**src/rtl/cpu_pkg.sv**
```systemverilog
// Shared CPU definitions: datapath widths and 3-bit ALU control encodings.
// Used by the ID/EX stage and by the execute-stage ALU.
package cpu_pkg;

  localparam int XLEN = 32;
  localparam int RA_W = 5;

  localparam logic [2:0] ALU_ADD  = 3'b000;
  localparam logic [2:0] ALU_SUB  = 3'b001;
  localparam logic [2:0] ALU_SLT  = 3'b010;
  localparam logic [2:0] ALU_SLTU = 3'b011;
  localparam logic [2:0] ALU_XOR  = 3'b100;
  localparam logic [2:0] ALU_OR   = 3'b110;
  localparam logic [2:0] ALU_AND  = 3'b111;

endpackage

```
**src/rtl/id_ex_stage_if.sv**
```systemverilog
// Bundle between decode, the bypass sources and the ID/EX stage.
// Handshake: a transfer on either side happens on a rising edge where
// valid and ready are both 1; valid never waits on ready, while id_ready
// may depend combinationally on the offered id_rs1/id_rs2 (hazard check).
interface id_ex_if #(
  parameter int XLEN = cpu_pkg::XLEN,
  parameter int RA_W = cpu_pkg::RA_W
);

  // Decode side
  logic            id_valid;
  logic            id_ready;
  logic [RA_W-1:0] id_rs1;
  logic [RA_W-1:0] id_rs2;
  logic [XLEN-1:0] id_rs1_data;
  logic [XLEN-1:0] id_rs2_data;
  logic [XLEN-1:0] id_imm;
  logic            id_use_imm;
  logic [2:0]      id_alu_ctrl;
  logic [RA_W-1:0] id_rd;
  logic            id_reg_write;
  logic            id_mem_read;
  logic            flush;

  // Bypass sources from later stages
  logic [RA_W-1:0] exm_rd;
  logic [RA_W-1:0] wb_rd;
  logic            exm_reg_write;
  logic            wb_reg_write;
  logic [XLEN-1:0] exm_result;
  logic [XLEN-1:0] wb_data;

  // Execute side
  logic            ex_ready;
  logic            ex_valid;
  logic [XLEN-1:0] ex_a;
  logic [XLEN-1:0] ex_b;
  logic [2:0]      ex_ctrl;
  logic [XLEN-1:0] ex_store_data;
  logic [RA_W-1:0] ex_rd;
  logic            ex_reg_write;
  logic            ex_mem_read;

  modport master (
    output id_valid, id_rs1, id_rs2, id_rs1_data, id_rs2_data, id_imm,
           id_use_imm, id_alu_ctrl, id_rd, id_reg_write, id_mem_read, flush,
           exm_rd, wb_rd, exm_reg_write, wb_reg_write, exm_result, wb_data,
           ex_ready,
    input  id_ready, ex_valid, ex_a, ex_b, ex_ctrl, ex_store_data, ex_rd,
           ex_reg_write, ex_mem_read
  );

  modport slave (
    input  id_valid, id_rs1, id_rs2, id_rs1_data, id_rs2_data, id_imm,
           id_use_imm, id_alu_ctrl, id_rd, id_reg_write, id_mem_read, flush,
           exm_rd, wb_rd, exm_reg_write, wb_reg_write, exm_result, wb_data,
           ex_ready,
    output id_ready, ex_valid, ex_a, ex_b, ex_ctrl, ex_store_data, ex_rd,
           ex_reg_write, ex_mem_read
  );

endinterface

```
**src/rtl/id_ex_stage_fwd_mux.sv**
```systemverilog
// One operand forward-select path. With ID_EX_FORWARD_EN defined, EX/MEM
// wins over MEM/WB and x0 is never forwarded; otherwise the latched
// register-file value passes straight through.
module fwd_mux #(
  parameter int XLEN = cpu_pkg::XLEN,
  parameter int RA_W = cpu_pkg::RA_W
) (
  input  logic [RA_W-1:0] rs_i,
  input  logic [XLEN-1:0] rf_data_i,
  input  logic [RA_W-1:0] exm_rd_i,
  input  logic            exm_reg_write_i,
  input  logic [XLEN-1:0] exm_result_i,
  input  logic [RA_W-1:0] wb_rd_i,
  input  logic            wb_reg_write_i,
  input  logic [XLEN-1:0] wb_data_i,
  output logic [XLEN-1:0] data_o
);

`ifdef ID_EX_FORWARD_EN
  // Youngest producer first; x0 always reads the latched (zero) value
  always_comb begin
    data_o = rf_data_i;
    if (rs_i != '0) begin
      if (exm_reg_write_i && (exm_rd_i == rs_i)) begin
        data_o = exm_result_i;
      end else if (wb_reg_write_i && (wb_rd_i == rs_i)) begin
        data_o = wb_data_i;
      end
    end
  end
`else
  assign data_o = rf_data_i;

  // Bypass inputs are deliberately ignored in this build
  logic unused_fwd;
  assign unused_fwd = ^{rs_i, exm_rd_i, exm_reg_write_i, exm_result_i,
                        wb_rd_i, wb_reg_write_i, wb_data_i};
`endif

endmodule

```
**src/rtl/id_ex_stage.sv**
```systemverilog
// ID/EX pipeline register feeding the execute ALU: latches decoded
// operands/control, forwards operands, stalls on hazards, inserts bubbles,
// honours backpressure and branch flush.
// Build option: ID_EX_FORWARD_EN enables EX/MEM and MEM/WB forwarding;
// without it every RAW dependency on an in-flight producer stalls.
module id_ex_stage #(
  parameter int XLEN = cpu_pkg::XLEN,
  parameter int RA_W = cpu_pkg::RA_W
) (
  input  logic     clk,
  input  logic     rst,
  id_ex_if.slave   bus
);

  logic            valid_q,     valid_d;
  logic [RA_W-1:0] rs1_q,       rs1_d;
  logic [RA_W-1:0] rs2_q,       rs2_d;
  logic [XLEN-1:0] rs1_data_q,  rs1_data_d;
  logic [XLEN-1:0] rs2_data_q,  rs2_data_d;
  logic [XLEN-1:0] imm_q,       imm_d;
  logic            use_imm_q,   use_imm_d;
  logic [2:0]      ctrl_q,      ctrl_d;
  logic [RA_W-1:0] rd_q,        rd_d;
  logic            reg_write_q, reg_write_d;
  logic            mem_read_q,  mem_read_d;

  logic            hazard;
  logic            ready;
  logic            accept;
  logic [XLEN-1:0] fwd_rs1;
  logic [XLEN-1:0] fwd_rs2;

  logic            load_use;
  assign load_use = valid_q && mem_read_q && (rd_q != '0) &&
                    ((rd_q == bus.id_rs1) || (rd_q == bus.id_rs2));

`ifdef ID_EX_FORWARD_EN
  assign hazard = load_use;
`else
  // Without bypassing, any in-flight writer of a source register stalls
  logic raw_rs1, raw_rs2;
  always_comb begin
    raw_rs1 = (bus.id_rs1 != '0) &&
              ((valid_q && reg_write_q && (rd_q == bus.id_rs1)) ||
               (bus.exm_reg_write && (bus.exm_rd == bus.id_rs1)) ||
               (bus.wb_reg_write && (bus.wb_rd == bus.id_rs1)));
    raw_rs2 = (bus.id_rs2 != '0) &&
              ((valid_q && reg_write_q && (rd_q == bus.id_rs2)) ||
               (bus.exm_reg_write && (bus.exm_rd == bus.id_rs2)) ||
               (bus.wb_reg_write && (bus.wb_rd == bus.id_rs2)));
  end
  assign hazard = load_use || raw_rs1 || raw_rs2;
`endif

  assign ready  = (!valid_q || bus.ex_ready) && !hazard && !bus.flush;
  assign accept = bus.id_valid && ready;

  // Next-state: flush kills, accept loads, consume-without-refill bubbles
  always_comb begin
    valid_d     = valid_q;
    rs1_d       = rs1_q;
    rs2_d       = rs2_q;
    rs1_data_d  = rs1_data_q;
    rs2_data_d  = rs2_data_q;
    imm_d       = imm_q;
    use_imm_d   = use_imm_q;
    ctrl_d      = ctrl_q;
    rd_d        = rd_q;
    reg_write_d = reg_write_q;
    mem_read_d  = mem_read_q;
    if (bus.flush) begin
      valid_d = 1'b0;
    end else if (accept) begin
      valid_d     = 1'b1;
      rs1_d       = bus.id_rs1;
      rs2_d       = bus.id_rs2;
      rs1_data_d  = bus.id_rs1_data;
      rs2_data_d  = bus.id_rs2_data;
      imm_d       = bus.id_imm;
      use_imm_d   = bus.id_use_imm;
      ctrl_d      = bus.id_alu_ctrl;
      rd_d        = bus.id_rd;
      reg_write_d = bus.id_reg_write;
      mem_read_d  = bus.id_mem_read;
    end else if (bus.ex_ready && valid_q) begin
      valid_d = 1'b0;
    end
  end

  // Pipeline register with immediate clear on reset
  always_ff @(posedge clk or posedge rst) begin
    if (rst) begin
      valid_q     <= 1'b0;
      rs1_q       <= '0;
      rs2_q       <= '0;
      rs1_data_q  <= '0;
      rs2_data_q  <= '0;
      imm_q       <= '0;
      use_imm_q   <= 1'b0;
      ctrl_q      <= 3'b000;
      rd_q        <= '0;
      reg_write_q <= 1'b0;
      mem_read_q  <= 1'b0;
    end else begin
      valid_q     <= valid_d;
      rs1_q       <= rs1_d;
      rs2_q       <= rs2_d;
      rs1_data_q  <= rs1_data_d;
      rs2_data_q  <= rs2_data_d;
      imm_q       <= imm_d;
      use_imm_q   <= use_imm_d;
      ctrl_q      <= ctrl_d;
      rd_q        <= rd_d;
      reg_write_q <= reg_write_d;
      mem_read_q  <= mem_read_d;
    end
  end

  fwd_mux #(.XLEN(XLEN), .RA_W(RA_W)) u_fwd_rs1 (
    .rs_i            (rs1_q),
    .rf_data_i       (rs1_data_q),
    .exm_rd_i        (bus.exm_rd),
    .exm_reg_write_i (bus.exm_reg_write),
    .exm_result_i    (bus.exm_result),
    .wb_rd_i         (bus.wb_rd),
    .wb_reg_write_i  (bus.wb_reg_write),
    .wb_data_i       (bus.wb_data),
    .data_o          (fwd_rs1)
  );

  fwd_mux #(.XLEN(XLEN), .RA_W(RA_W)) u_fwd_rs2 (
    .rs_i            (rs2_q),
    .rf_data_i       (rs2_data_q),
    .exm_rd_i        (bus.exm_rd),
    .exm_reg_write_i (bus.exm_reg_write),
    .exm_result_i    (bus.exm_result),
    .wb_rd_i         (bus.wb_rd),
    .wb_reg_write_i  (bus.wb_reg_write),
    .wb_data_i       (bus.wb_data),
    .data_o          (fwd_rs2)
  );

  assign bus.id_ready      = ready;
  assign bus.ex_valid      = valid_q;
  assign bus.ex_a          = fwd_rs1;
  assign bus.ex_b          = use_imm_q ? imm_q : fwd_rs2;
  assign bus.ex_store_data = fwd_rs2;
  assign bus.ex_ctrl       = ctrl_q;
  assign bus.ex_rd         = rd_q;
  assign bus.ex_reg_write  = valid_q && reg_write_q;
  assign bus.ex_mem_read   = valid_q && mem_read_q;

endmodule

```
**src/flat_wrapper.sv**
```systemverilog
// flat-port wrapper written by rule: the top's interface ports become plain ports
module id_ex_stage_flat 
#(
  parameter int XLEN = cpu_pkg::XLEN,
  parameter int RA_W = cpu_pkg::RA_W
)
  (clk, rst, bus_id_valid, bus_id_rs1, bus_id_rs2, bus_id_rs1_data, bus_id_rs2_data, bus_id_imm, bus_id_use_imm, bus_id_alu_ctrl, bus_id_rd, bus_id_reg_write, bus_id_mem_read, bus_flush, bus_exm_rd, bus_wb_rd, bus_exm_reg_write, bus_wb_reg_write, bus_exm_result, bus_wb_data, bus_ex_ready, bus_id_ready, bus_ex_valid, bus_ex_a, bus_ex_b, bus_ex_ctrl, bus_ex_store_data, bus_ex_rd, bus_ex_reg_write, bus_ex_mem_read);
  id_ex_if #(.XLEN(XLEN), .RA_W(RA_W)) bus_i ();
  input  logic clk;
  input  logic rst;
  input wire logic [$bits(bus_i.id_valid)-1:0] bus_id_valid;
  input wire logic [$bits(bus_i.id_rs1)-1:0] bus_id_rs1;
  input wire logic [$bits(bus_i.id_rs2)-1:0] bus_id_rs2;
  input wire logic [$bits(bus_i.id_rs1_data)-1:0] bus_id_rs1_data;
  input wire logic [$bits(bus_i.id_rs2_data)-1:0] bus_id_rs2_data;
  input wire logic [$bits(bus_i.id_imm)-1:0] bus_id_imm;
  input wire logic [$bits(bus_i.id_use_imm)-1:0] bus_id_use_imm;
  input wire logic [$bits(bus_i.id_alu_ctrl)-1:0] bus_id_alu_ctrl;
  input wire logic [$bits(bus_i.id_rd)-1:0] bus_id_rd;
  input wire logic [$bits(bus_i.id_reg_write)-1:0] bus_id_reg_write;
  input wire logic [$bits(bus_i.id_mem_read)-1:0] bus_id_mem_read;
  input wire logic [$bits(bus_i.flush)-1:0] bus_flush;
  input wire logic [$bits(bus_i.exm_rd)-1:0] bus_exm_rd;
  input wire logic [$bits(bus_i.wb_rd)-1:0] bus_wb_rd;
  input wire logic [$bits(bus_i.exm_reg_write)-1:0] bus_exm_reg_write;
  input wire logic [$bits(bus_i.wb_reg_write)-1:0] bus_wb_reg_write;
  input wire logic [$bits(bus_i.exm_result)-1:0] bus_exm_result;
  input wire logic [$bits(bus_i.wb_data)-1:0] bus_wb_data;
  input wire logic [$bits(bus_i.ex_ready)-1:0] bus_ex_ready;
  output wire logic [$bits(bus_i.id_ready)-1:0] bus_id_ready;
  output wire logic [$bits(bus_i.ex_valid)-1:0] bus_ex_valid;
  output wire logic [$bits(bus_i.ex_a)-1:0] bus_ex_a;
  output wire logic [$bits(bus_i.ex_b)-1:0] bus_ex_b;
  output wire logic [$bits(bus_i.ex_ctrl)-1:0] bus_ex_ctrl;
  output wire logic [$bits(bus_i.ex_store_data)-1:0] bus_ex_store_data;
  output wire logic [$bits(bus_i.ex_rd)-1:0] bus_ex_rd;
  output wire logic [$bits(bus_i.ex_reg_write)-1:0] bus_ex_reg_write;
  output wire logic [$bits(bus_i.ex_mem_read)-1:0] bus_ex_mem_read;
  assign bus_i.id_valid = bus_id_valid;
  assign bus_i.id_rs1 = bus_id_rs1;
  assign bus_i.id_rs2 = bus_id_rs2;
  assign bus_i.id_rs1_data = bus_id_rs1_data;
  assign bus_i.id_rs2_data = bus_id_rs2_data;
  assign bus_i.id_imm = bus_id_imm;
  assign bus_i.id_use_imm = bus_id_use_imm;
  assign bus_i.id_alu_ctrl = bus_id_alu_ctrl;
  assign bus_i.id_rd = bus_id_rd;
  assign bus_i.id_reg_write = bus_id_reg_write;
  assign bus_i.id_mem_read = bus_id_mem_read;
  assign bus_i.flush = bus_flush;
  assign bus_i.exm_rd = bus_exm_rd;
  assign bus_i.wb_rd = bus_wb_rd;
  assign bus_i.exm_reg_write = bus_exm_reg_write;
  assign bus_i.wb_reg_write = bus_wb_reg_write;
  assign bus_i.exm_result = bus_exm_result;
  assign bus_i.wb_data = bus_wb_data;
  assign bus_i.ex_ready = bus_ex_ready;
  assign bus_id_ready = bus_i.id_ready;
  assign bus_ex_valid = bus_i.ex_valid;
  assign bus_ex_a = bus_i.ex_a;
  assign bus_ex_b = bus_i.ex_b;
  assign bus_ex_ctrl = bus_i.ex_ctrl;
  assign bus_ex_store_data = bus_i.ex_store_data;
  assign bus_ex_rd = bus_i.ex_rd;
  assign bus_ex_reg_write = bus_i.ex_reg_write;
  assign bus_ex_mem_read = bus_i.ex_mem_read;
  id_ex_stage #(.XLEN(XLEN), .RA_W(RA_W)) u_core (.clk(clk), .rst(rst), .bus(bus_i));
endmodule
```
**config.mk**
```make
export PLATFORM = sky130hd
export DESIGN_NAME = id_ex_stage_flat
export DESIGN_NICKNAME = d
export VERILOG_FILES = /design/src/rtl/cpu_pkg.sv /design/src/rtl/id_ex_stage_if.sv /design/src/rtl/id_ex_stage_fwd_mux.sv /design/src/rtl/id_ex_stage.sv /design/src/flat_wrapper.sv
export SDC_FILE = /design/constraint.sdc
export NUM_CORES = 1
export LEC_CHECK = 0
export ABC_AREA = 1
export BUFFER_PORTS_ARGS = -buffer_cell sky130_fd_sc_hd__buf_4
export CAP_MARGIN = 10
export CORE_AREA = 2 2 119 121
export CTS_CLUSTER_DIAMETER = 30
export DETAILED_ROUTE_END_ITERATION = 12
export DIE_AREA = 0 0 121 123
export PLACE_DENSITY = 0.77
export SLEW_MARGIN = 30
export SYNTH_ARGS = -nofsm -noshare
export SYNTH_HDL_FRONTEND = slang
export SYNTH_SLANG_ARGS = --single-unit
export TNS_END_PERCENT = 20
```
**constraint.sdc**
```tcl
create_clock -name clk -period 5.6 [get_ports clk]
set_clock_uncertainty 0.2 [all_clocks]
set_input_delay 0 -clock clk [delete_from_list [all_inputs] [get_ports clk]]
set_output_delay 0 -clock clk [all_outputs]
set_load 0.02 [all_outputs]
```
==> results of run 1 <==
sequential cells by signal, indices dropped and copies added, names as in the netlist:
signal and count:
u_core.imm_q 32, u_core.rs1_data_q 32, u_core.mem_read_q 1, u_core.bus.ex_ctrl 3, u_core.use_imm_q 1, u_core.rs2_data_q 32
u_core.bus.ex_rd 5, u_core.reg_write_q 1, u_core.bus.ex_valid 1
how the worst max path moves through the flow:
| stage | endpoint | cells past startpoint |
|---|---|---|
| floorplan | u_core.bus.ex_ctrl[0] | 1 |
| global placement | u_core.mem_read_q | 9 |
| detailed placement | u_core.imm_q[6] | 9 |
| CTS | u_core.imm_q[10] | 12 |
| global route | u_core.rs1_data_q[24] | 12 |
| finish | u_core.rs1_data_q[24] | 12 |
area by class of cell:
class	count	area share
Clock inverter	3	0.00510
Inverter	30	0.0127
Timing Repair Buffer	393	0.369
Sequential cell	108	0.298
Clock buffer	12	0.0283
Tap cell	180	0.0248
Multi-Input combinational cell	475	0.263
report_power, final:
| group | leakage, uW | internal, uW | switching (uW) |
|---|---|---|---|
| logic | 0.00325 | 508 | 610 |
| registers | 0.00134 | 938 | 116 |
| clock network | 0.000145 | 370 | 294 |
worst min-delay path, stage by stage:
cell and delay (ns):
buf_4 0.28, nand4_1 0.18, nand2_1 0.05
metal layers:
layer  vias up  track usage  wire length, um
li1       2916            -                -
met1      3008        0.319             8040
met2       248        0.476            10300
met3        56       0.0540             1220
met4         0        0.119              702
met5         -            0                0
logic make-up after synthesis:
kind of cell | synth area share
AOI/OAI and AO/OA | 0.0121
xor gates and xnor gates | 0.00811
buffers and inverters | 0.0607
DFF | 0.501
muxes | 0.0668
and+or+nand+nor | 0.352
synth_stat cells, drive strengths merged:
library cell	n	area share
nand2	278	0.19
nand4	110	0.13
dfrtp	108	0.50
clkbuf	38	0.026
mux2	32	0.067
inv	30	0.021
nor2	29	0.021
buf	12	0.013
o21ai	11	0.010
nand3	7	0.0065
xor2	3	0.0049
a21oi	2	0.0019
xnor2	2	0.0032
nor3	1	0.00093
stage by stage:
step / instances / utilization
global route: 1201 / 0.667
floorplan: 663 / -
finish: 1201 / 0.667
global placement: 1041 / 0.536
CTS: 1201 / 0.667
detailed placement: 1042 / 0.538
timing repair:
| item | CTS | global route |
|---|---|---|
| endpoints found under the hold margin | 157 | 0 |
| setup buffers | 0 | 0 |
| hold buffers | 144 | 0 |
==> impl_metrics.csv, run 1 <==
group,metric,value,unit
run_status,outcome,"finished clean",
placement,post-place-ws,2.57,ns
worst_setup_path,arrival,3.53,ns
synthesis,yosys_warnings,0,
synthesis,synth.distinct_cells,19,
finish,seqCellArea,0.00270,mm2
clock_tree,htreeDepth,3,
worst_setup_path,max_stage_delay,0.64,ns
grt,grt_start_max_net_pins,69,
placement,io_buffer_count,241,
finish,multi_input_area,0.00238,mm2
worst_setup_path,required,5.69,ns
pwr,cellPowerDensity,313,mW/mm2
grt,overflow,0,
synthesis,synth_fp_nets,861,
route,drt_pass1_iterations,5,
timing,period_minus_slack,3.44,ns
synthesis,yosysSeqAreaShare,0.501,
route,ant_nets,0,
finish,final_cell_mix,"nand2_1 (278), buf_4 (247), dlygate4sd3_1 (144)",
placement,placed_area,0.00733,mm2
worst_setup_path,crit_path_cell_trace,"inv_1, nand2_1, nand2_1, nor2_1, nand3_1, nor2_1, o21ai_4, buf_4, buf_4, nand4_1, dlygate4sd3_1, nand2_1",
clock_tree,cts_made_buffers,9,
worst_setup_path,crit_type,"reg2reg",
die,fp.dieW,121,um
finish,layout_commonest_cell,"nand2_1",
clock_tree,tritoncts,"built",
route,drt_iter0_drc,452,
worst_setup_path,r2r_start,"u_core.bus.ex_rd[3]",
timing,setup_tns,0,ns
clock_tree,cts.clk_slew.worst_paths,0.07,ns
worst_hold_path,holdPathStages,3,
die,die_y,123,um
worst_hold_path,min_from,"bus_id_valid",
die,start_util,0.397,
finish,fillers,1063,
finish,final_area,0.00907,mm2
synthesis,ys_ff_latch,108,
worst_setup_path,worstRegToRegCells,12,
worst_setup_path,critPathTopFamily,"buffers and inverters",
die,die_area,0.0149,mm2
placement,hpwl,11500,um
worst_setup_path,cpMaxStageDelayCell,"dlygate4sd3_1",
worst_setup_path,crit_start,"u_core.bus.ex_rd[3]",
clock_tree,clock_latency,0.36,ns
worst_hold_path,hold_path.class,"in2reg",
die,io_pins,306,
clock_tree,clock-sinks,108,
timing,finalHoldViolations,0,
clock_tree,clockBufferDepth,2,
synthesis,syn_inst,663,
pwr,ir_drop,0.237,mV
timing,fin_hold_ws,0.00842,ns
worst_hold_path,whs_endpoint,"u_core.rs1_data_q[28]",
worst_setup_path,r2r_end,"u_core.rs1_data_q[24]",
route,post-route-drc-count,0,
clock_tree,cts_resized,0,
pwr,finalPower,2840,uW
timing,setup_slack,2.16,ns
die,core_area,0.0136,mm2
grt,grt_first_pass_wirelength,31700,um
route,wl,20300,um
route,viasPerCell,5.19,
pwr,cellLeakagePower,0.00473,uW
worst_setup_path,r2r_setup_slack,2.16,ns
timing,relSlewSlack,0.478,
synthesis,synthesis.area,0.00540,mm2
timing,setup_viol,0,
synthesis,postSynthAreaPerCell,8.14,um2
worst_setup_path,startpoint_type,"flop",
finish,area_growth,68.1,%
grt,antenna_found_initial,0,
timing,tightest_slew,0.783,ns
worst_setup_path,path_common_cell,"nand2_1",
timing,slew_viol_final,0,
finish,antenna_cells,0,
flow_run,cap_viol_max_count,0,
worst_setup_path,cp_num_buf_inv,4,
finish,final_nets,1215,
clock_tree,root_buffer,"clkbuf_16",
placement,gp_congestion,0.888,
timing,fmax,291,MHz
route,detailroute.via_count,6228,
die,rows,43,
route,wl_per_cell,16.9,um
grt,track_usage,0.270,
timing,rsz0062_at_grt,"false",
timing,finalCritPeriodShare,0.614,
worst_setup_path,cp_max_fo,57,
grt,grt_pass1_vias,6324,
finish,layout-drive-gt1-share,0.296,
worst_setup_path,end_kind,"flop",
(Power assumes the default switching activity.)
==> inputs of run 2 (changes only) <==
- CORE_AREA: 2 2 119 121 -> 2 2 120 122
- DIE_AREA: 0 0 121 123 -> 0 0 122 124
- PLACE_DENSITY: 0.77 -> 0.76
- clock period: 5.6 -> 3.4 ns (I/O delays scaled with it)
==> impl_metrics.csv, run 2 (synthesis results as in run 1) <==
group,metric,value,unit
grt,grt_pass1_vias,6342,
pwr,p_clk_frac,0.234,
timing,setup_tns,0,ns
finish,postLayoutCoreUtil,0.657,
pwr,switching_power,1660,uW
worst_setup_path,startpoint_type,"flop",
finish,seqCellArea,0.00270,mm2
die,core_area,0.0137,mm2
grt,grt_start_max_net_pins,109,
route,ant_nets,0,
grt,overflow,0,
worst_setup_path,cp_max_fo,27,
route,viasPerCell,5.25,
worst_setup_path,r2r_start,"u_core.bus.ex_rd[2]",
die,rows,43,
route,drt_iter0_drc,410,
timing,finalHoldViolations,0,
finish,final_cell_mix,"nand2_1 (278), buf_4 (250), dlygate4sd3_1 (133)",
placement,io_buffer_count,241,
worst_setup_path,r2r_setup_slack,0.35,ns
worst_setup_path,cp_num_buf_inv,4,
route,drt_pass1_iterations,6,
pwr,cellPowerDensity,519,mW/mm2
clock_tree,clock_latency,0.34,ns
clock_tree,root_buffer,"clkbuf_16",
clock_tree,clockBufferDepth,2,
run_status,outcome,"finished clean",
timing,setup_slack,0.347,ns
finish,top_regs,"u_core.imm_q x32, u_core.rs1_data_q x32, u_core.rs2_data_q x32",
finish,multi_input_area,0.00238,mm2
timing,slew_viol_final,0,
worst_hold_path,hold_path.class,"in2async",
timing,fmax,328,MHz
timing,setup_viol,0,
pwr,p_seq_frac,0.373,
worst_setup_path,path_common_cell,"nand2_1",
placement,gp_congestion,0.890,
route,wl_per_cell,16.9,um
worst_setup_path,r2r_end,"u_core.rs1_data_q[20]",
route,post-route-drc-count,0,
finish,fillers,1081,
pwr,ir_drop,0.373,mV
clock_tree,cts_resized,0,
timing,finalCritPeriodShare,0.898,
worst_setup_path,cpMaxStageDelayCell,"dlygate4sd3_1",
flow_run,cap_viol_max_count,0,
timing,rsz0062_at_grt,"false",
worst_setup_path,worstRegToRegCells,11,
clock_tree,htreeDepth,3,
pwr,finalPower,4670,uW
timing,tightest_slew,0.994,ns
pwr,p_sw_frac,0.355,
finish,layout-drive-gt1-share,0.302,
die,fp.dieW,122,um
die,io_pins,306,
grt,antenna_found_initial,0,
clock_tree,cts.clk_slew.worst_paths,0.07,ns
finish,final_nets,1208,
worst_setup_path,critPathTopFamily,"buffers and inverters",
finish,area_growth,66.9,%
die,die_area,0.0151,mm2
route,detailroute.via_count,6271,
clock_tree,cts_made_buffers,9,
clock_tree,clock-sinks,108,
worst_setup_path,required,3.49,ns
grt,grt_first_pass_wirelength,31600,um
timing,relSlewSlack,0.338,
route,wl,20200,um
pwr,internal_power,3010,uW
finish,layout_commonest_cell,"nand2_1",
worst_setup_path,crit_type,"reg2reg",
finish,antenna_cells,0,
clock_tree,tritoncts,"built",
worst_setup_path,max_stage_delay,0.61,ns
worst_setup_path,end_kind,"flop",
die,die_y,124,um
pwr,combPwrFrac,0.393,
placement,post-place-ws,0.894,ns
grt,track_usage,0.266,
worst_setup_path,arrival,3.14,ns
timing,fin_hold_ws,0.113,ns
worst_setup_path,crit_path_cell_trace,"inv_1, nand4_1, o21ai_0, inv_1, nand2_1, nand2_1, nor2_4, buf_4, nand4_1, dlygate4sd3_1, nand2_1",
pwr,cellLeakagePower,0.00475,uW
placement,hpwl,11700,um
die,start_util,0.393,
timing,period_minus_slack,3.05,ns
run 2: cell types whose count changed in the layout (fill, tap and decap cells not counted), sizes merged:
| cell | before | now |
|---|---|---|
| clkinv | 1 | 2 |
| buf | 249 | 253 |
| clkbuf | 12 | 13 |
| dlygate4sd3 | 144 | 133 |
| clkinvlp | 1 | 0 |
run 2: cell type report:
type / count / area share
repair buffers: 386 / 0.363
flip-flops and latches: 108 / 0.300
multi-input cells: 475 / 0.265
clock buffers: 13 / 0.0300
well taps: 180 / 0.0250
inverters: 30 / 0.0131
clock inverters: 3 / 0.00486
run 2: worst max path at each step:
stage | startpoint | end | slack, ns | depth (start not counted)
final | u_core.bus.ex_rd[2] | u_core.rs1_data_q[20] | 0.35 | 11
after global placement | u_core.bus.ex_rd[2] | u_core.imm_q[0] | 0.91 | 9
after detailed placement | u_core.bus.ex_rd[2] | u_core.rs1_data_q[22] | 0.89 | 9
after global routing | u_core.bus.ex_rd[2] | u_core.rs1_data_q[20] | 0.06 | 11
after floorplan | rst | u_core.bus.ex_ctrl[0] | 0.35 | 1
after CTS | u_core.bus.ex_rd[2] | u_core.rs1_data_q[6] | 0.40 | 11
run 2: timing repair:
item                                   4_1_cts  5_1_grt
buffers inserted                             0        0
hold buffers                               133        0
endpoints found under the hold margin      179        0
run 2: worst reg2reg max path: stages (launching register included):
cell	delay, ns
dfrtp_1	0.44
inv_1	0.12
nand4_1	0.12
o21ai_0	0.17
inv_1	0.08
nand2_1	0.06
nand2_1	0.08
nor2_4	0.57
buf_4	0.34
nand4_1	0.14
dlygate4sd3_1	0.61
nand2_1	0.07
run 2: per-stage QoR:
| step | cells | instance area (um2) |
|---|---|---|
| after floorplan | 663 | 5400 |
| after global placement | 1046 | 7360 |
| after detailed placement | 1046 | 7360 |
| after CTS | 1195 | 9010 |
| after global routing | 1195 | 9010 |
| final | 1195 | 9010 |
run 2: layer usage:
layer	GRT usage	vias up	routed length [um]
met4	0.119	0	771
li1	-	2905	-
met5	0	-	0
met1	0.313	3017	7760
met3	0.0641	63	1440
met2	0.461	286	10200
run 2: power groups by stage:
stage / sequential, uW / combinational (uW) / clock, uW
global placement: 1740 / 1670 / 0
detailed placement: 1750 / 1690 / 0
floorplan: 1930 / 718 / 0
CTS: 1730 / 1810 / 1110
global route: 1770 / 1970 / 1170
finish: 1740 / 1840 / 1090
